**config.mk**
```make
export PLATFORM = sky130hd
export DESIGN_NAME = sram_fifo_ctrl
export DESIGN_NICKNAME = d
export VERILOG_FILES = /design/src/rtl/sram_fifo_ctrl.sv
export SDC_FILE = /design/constraint.sdc
export NUM_CORES = 1
export LEC_CHECK = 0
export BUFFER_PORTS_ARGS = -buffer_cell sky130_fd_sc_hd__buf_2
export CAP_MARGIN = 40
export CORE_MARGIN = 10
export CORE_UTILIZATION = 45
export DETAILED_ROUTE_END_ITERATION = 10
export PLACE_DENSITY = 0.76
export SYNTH_ARGS = -nofsm -noshare
export SYNTH_HDL_FRONTEND = slang
export SYNTH_SLANG_ARGS = --single-unit
```
**constraint.sdc**
```tcl
create_clock -name clk -period 3.1 [get_ports clk]
set_input_delay 0.31 -clock clk [delete_from_list [all_inputs] [get_ports clk]]
set_output_delay 0.31 -clock clk [all_outputs]
set_load 0.03 [all_outputs]
```
**src/rtl/sram_fifo_ctrl.sv**
```systemverilog
// sram_fifo_ctrl: FIFO controller in front of a single-port synchronous SRAM,
// with round-robin arbitration between a push stream and pop requests.
module sram_fifo_ctrl #(
    parameter int AW = 8,
    parameter int DW = 8
) (
    input  logic          clk,
    input  logic          rst,
    input  logic          push_valid,
    input  logic [DW-1:0] push_data,
    output logic          push_ready,
    input  logic          pop_req,
    output logic          pop_ready,
    output logic          rd_valid,
    output logic [DW-1:0] rd_data,
    output logic          full,
    output logic          empty,
    output logic [AW:0]   count,
    output logic          sram_cs,
    output logic          sram_we,
    output logic          sram_rd,
    output logic [AW-1:0] sram_addr,
    output logic [DW-1:0] sram_din,
    input  logic [DW-1:0] sram_dout
);
    localparam int DEPTH = 2**AW;

    logic [AW-1:0] wr_ptr_q, wr_ptr_d, rd_ptr_q, rd_ptr_d;
    logic [AW:0]   count_q, count_d;
    logic          prio_q, prio_d, rd_valid_q, rd_valid_d;
    logic          push_ok, pop_ok, push_gnt, pop_gnt;

    // prio_q=0 favours pop on a conflict, prio_q=1 favours push
    always_comb begin
        full       = count_q == (AW+1)'(DEPTH);
        empty      = count_q == '0;
        push_ok    = push_valid && !full;
        pop_ok     = pop_req && !empty;
        push_ready = !rst && !full && !(pop_ok && !prio_q);
        pop_ready  = !rst && !empty && !(push_ok && prio_q);
        push_gnt   = push_valid && push_ready;
        pop_gnt    = pop_req && pop_ready;
    end

    always_comb begin
        wr_ptr_d   = push_gnt ? wr_ptr_q + AW'(1) : wr_ptr_q;
        rd_ptr_d   = pop_gnt ? rd_ptr_q + AW'(1) : rd_ptr_q;
        count_d    = push_gnt ? count_q + (AW+1)'(1) : pop_gnt ? count_q - (AW+1)'(1) : count_q;
        prio_d     = prio_q ^ (push_ok && pop_ok);
        rd_valid_d = pop_gnt;
    end

    always_comb begin
        sram_cs   = push_gnt || pop_gnt;
        sram_we   = push_gnt;
        sram_rd   = pop_gnt;
        sram_addr = push_gnt ? wr_ptr_q : rd_ptr_q;
        sram_din  = push_data;
        rd_data   = sram_dout;
        rd_valid  = rd_valid_q;
        count     = count_q;
    end

    always_ff @(posedge clk) begin
        if (rst) begin
            wr_ptr_q   <= '0;
            rd_ptr_q   <= '0;
            count_q    <= '0;
            prio_q     <= 1'b0;
            rd_valid_q <= 1'b0;
        end else begin
            wr_ptr_q   <= wr_ptr_d;
            rd_ptr_q   <= rd_ptr_d;
            count_q    <= count_d;
            prio_q     <= prio_d;
            rd_valid_q <= rd_valid_d;
        end
    end
endmodule

```
==> results.toml <==
[worst_setup_path]
crit_type = "reg -> reg"
cpMostUsedCell = "mux2i_1"
worst_path_max_delay_cell = "fa_1"
crit_path_cell_trace = "nor4_4 > a21oi_1 > o21ai_4 > inv_2 > fa_1 > nand3b_1 > a31oi_1 > o41ai_2 > mux2i_1 > mux2i_1"
path_max_fanout = 8
cpPeakStageDelay_ns = 0.42
cp-start-kind = "flip-flop"
required_ns = 3.31
arrival_ns = 3.07
worstSetupEndpointType = "flip-flop"

[clock_tree]
cts.sinks = 27
root_buffer = "clkbuf_8"
clkTransAtPathRegs_ns = 0.10
hold_buffers = 0
clk_latency_ns = 0.28
htree_levels = 1
cts_tree = "yes"
cts_buffer_depth = 2
post_cts_buffers = 0
cts_resized = 0
cts_made_buffers = 3

[logic_synthesis]
synthTopCellsByCount = "27 x dfxtp_1, 20 x nand2_1, 18 x nor2_1"
async_reset_ff_share_pct = 0
ys_ff_latch = 27
synth_ff_type = "dfxtp_1"
ys_seq_area_share_pct = 30.0
synth-edff-count = 0
synth.area.top_cells = "dfxtp_1 30%, ha_1 6.9%, buf_4 6.7%"
syn_area_per_cell_um2 = 9.02
ys_types = 45
synth_nets = 231
synthCells = 200
yosys_warnings = 0
synth.most_common_cell = "dfxtp_1"
synth_top_area_cell = "dfxtp_1"
synth_top_area_share_pct = 30.0
syn_area_um2 = 1800

[place]
hpwl_um = 3230
portBuffers = 28
gp_congestion = 0.838

[floorplanning]
io_pins = 61
die_x_um = 83.3
die_h_um = 83.3
die_area_um2 = 6940
row_count = 22
initial_core_util_pct = 47.8
core_area_um2 = 3770

[flow_run]
max_cap_viol_count = 0

[power]
p_leak_uw = 0.000866
p_seq_share_pct = 28.2
p_int_uw = 973
ir_drop_mv = 0.441
power.share.clock_pct = 11.5
power_frac_comb_pct = 60.3
switching_share_pct = 47.3
power_uw = 1850
power_density_nw_per_um2 = 922
switching_power_uw = 875

[drt]
vias_per_cell = 5.55
wirelength_um = 4140
dr.pass1.iters = 4
drc_errors = 0
vias = 1481
drt-initial-drc-count = 85
wl_per_cell_um = 15.5
detail-route-antenna-nets = 0

[min_path]
min_path_type = "in -> reg"

[outcome]
outcome = "finished clean"

[sta]
max_freq_mhz = 350
period_minus_slack_ns = 2.86
fin_crit_sh_pct = 92.2
maxSlewViolCount = 0
slew_headroom_pct = 58.8
setup_viol = 0
rsz0062_at_grt = "false"
finalSetupTns_ns = 0
finClkSkew_ns = 0.00820
holdWs_ns = 0.384
final-hold-violation-count = 0
tightest_slew_ns = 0.617

[global_route]
grt_pass1_wl_um = 6940
grt_antenna_before_repair = 0
grt_overflow = 0
grt_pass1_vias = 1404
grt_max_degree = 25
track_usage_pct = 11.7

[final_layout]
fin_util_pct = 53.2
fin_nets = 251
num_antenna_cells = 0
syn_to_final_growth_pct = 11.1
drive_above_1_share_pct = 26.0
fill_cells = 352
-- logic make-up after synthesis --
| logic type | after synthesis | share of synthesized area, % |
|---|---|---|
| adder cells (fa/ha/maj) | 11 | 8.04 |
| AND/OR/NAND/NOR | 68 | 20.9 |
| XOR/XNOR | 14 | 6.80 |
| multiplexers | 15 | 8.74 |
| flip-flops | 27 | 30.0 |
| buffers and inverters | 27 | 9.36 |
| AO/OA/AOI/OAI | 38 | 16.2 |
-- metal layers --
| metal | wire, um | up-vias | global-route usage (%) |
|---|---|---|---|
| li1 | - | 736 | - |
| met1 | 1930 | 707 | 14.3 |
| met2 | 2010 | 25 | 19.3 |
| met3 | 99 | 13 | 1.76 |
| met4 | 106 | 0 | 5.69 |
| met5 | 0 | - | 0 |
-- final timing paths --
check / slack [ns] / cells after the start / to / start
worst max register to register: 0.24 / 10 / count[8]$_SDFFE_PP0P_ / count[4]$_SDFFE_PP0P_
worst min-delay path: 0.38 / 3 / rd_valid$_SDFF_PP0_ / pop_req
worst max-delay path: 0.24 / 10 / count[8]$_SDFFE_PP0P_ / count[4]$_SDFFE_PP0P_
worst min register to register: 0.49 / 2 / rd_ptr_q[1]$_SDFFE_PP0P_ / rd_ptr_q[1]$_SDFFE_PP0P_
-- sequential cells by signal, summed over array words and instances, names as in the netlist --
register and flops:
count 9, prio_q 1, rd_ptr_q 8, rd_valid 1
wr_ptr_q 8
-- stage by stage --
stage / setup slack (ns) / cell area, um2 / instances
floorplan: -0.0529 / 1850 / 200
global placement: 0.319 / 1960 / 263
detailed placement: 0.249 / 1960 / 263
CTS: 0.223 / 2000 / 267
global route: 0.0352 / 2000 / 267
finish: 0.243 / 2000 / 267
-- worst max-delay path, delay by kind of cell, from the launching register on --
| family | cells | cell delay (ns) |
|---|---|---|
| DFF | 1 | 0.36 |
| adders and majority gates | 1 | 0.42 |
| muxes | 2 | 0.39 |
| AOI/OAI and AO/OA | 4 | 0.98 |
| and+or+nand+nor | 2 | 0.53 |
| buffers and inverters | 1 | 0.10 |
-- layout make-up --
type | instances | area [um2] | share of cell area (%)
multi-input cells | 146 | 1130 | 56.3
inverters | 7 | 26.3 | 1.31
clock buffers | 3 | 41.3 | 2.06
clock inverters | 1 | 6.26 | 0.312
flip-flops and latches | 27 | 549 | 27.4
well taps | 48 | 60.1 | 3.00
repair buffers | 35 | 193 | 9.61
-- cell usage in the layout, fill, tap and decap left out, drive strengths merged, types with 2 or more instances in the layout --
cell | netlist | routed
ha | 10 | 10
a211oi | 2 | 2
xor2 | 5 | 5
buf | 17 | 35
nor4 | 4 | 4
or3 | 5 | 5
dfxtp | 27 | 27
inv | 7 | 8
xnor2 | 9 | 9
nor2 | 18 | 18
and3 | 4 | 4
nand3 | 5 | 5
o21ai | 9 | 9
clkbuf | 3 | 3
nand2 | 20 | 20
mux2 | 6 | 6
mux2i | 9 | 9
o21a | 4 | 4
o2111ai | 4 | 4
or4 | 2 | 2
nor3 | 3 | 3
a21oi | 11 | 11
-- power groups by stage --
stage | Sequential [uW] | Combinational [uW] | Clock (uW)
finish | 521 | 1120 | 212
global route | 530 | 1210 | 237
CTS | 519 | 1120 | 218
detailed placement | 527 | 1120 | 0
global placement | 523 | 1090 | 0
floorplan | 594 | 815 | 0
No activity file was read; power rests on OpenSTA's default activity.
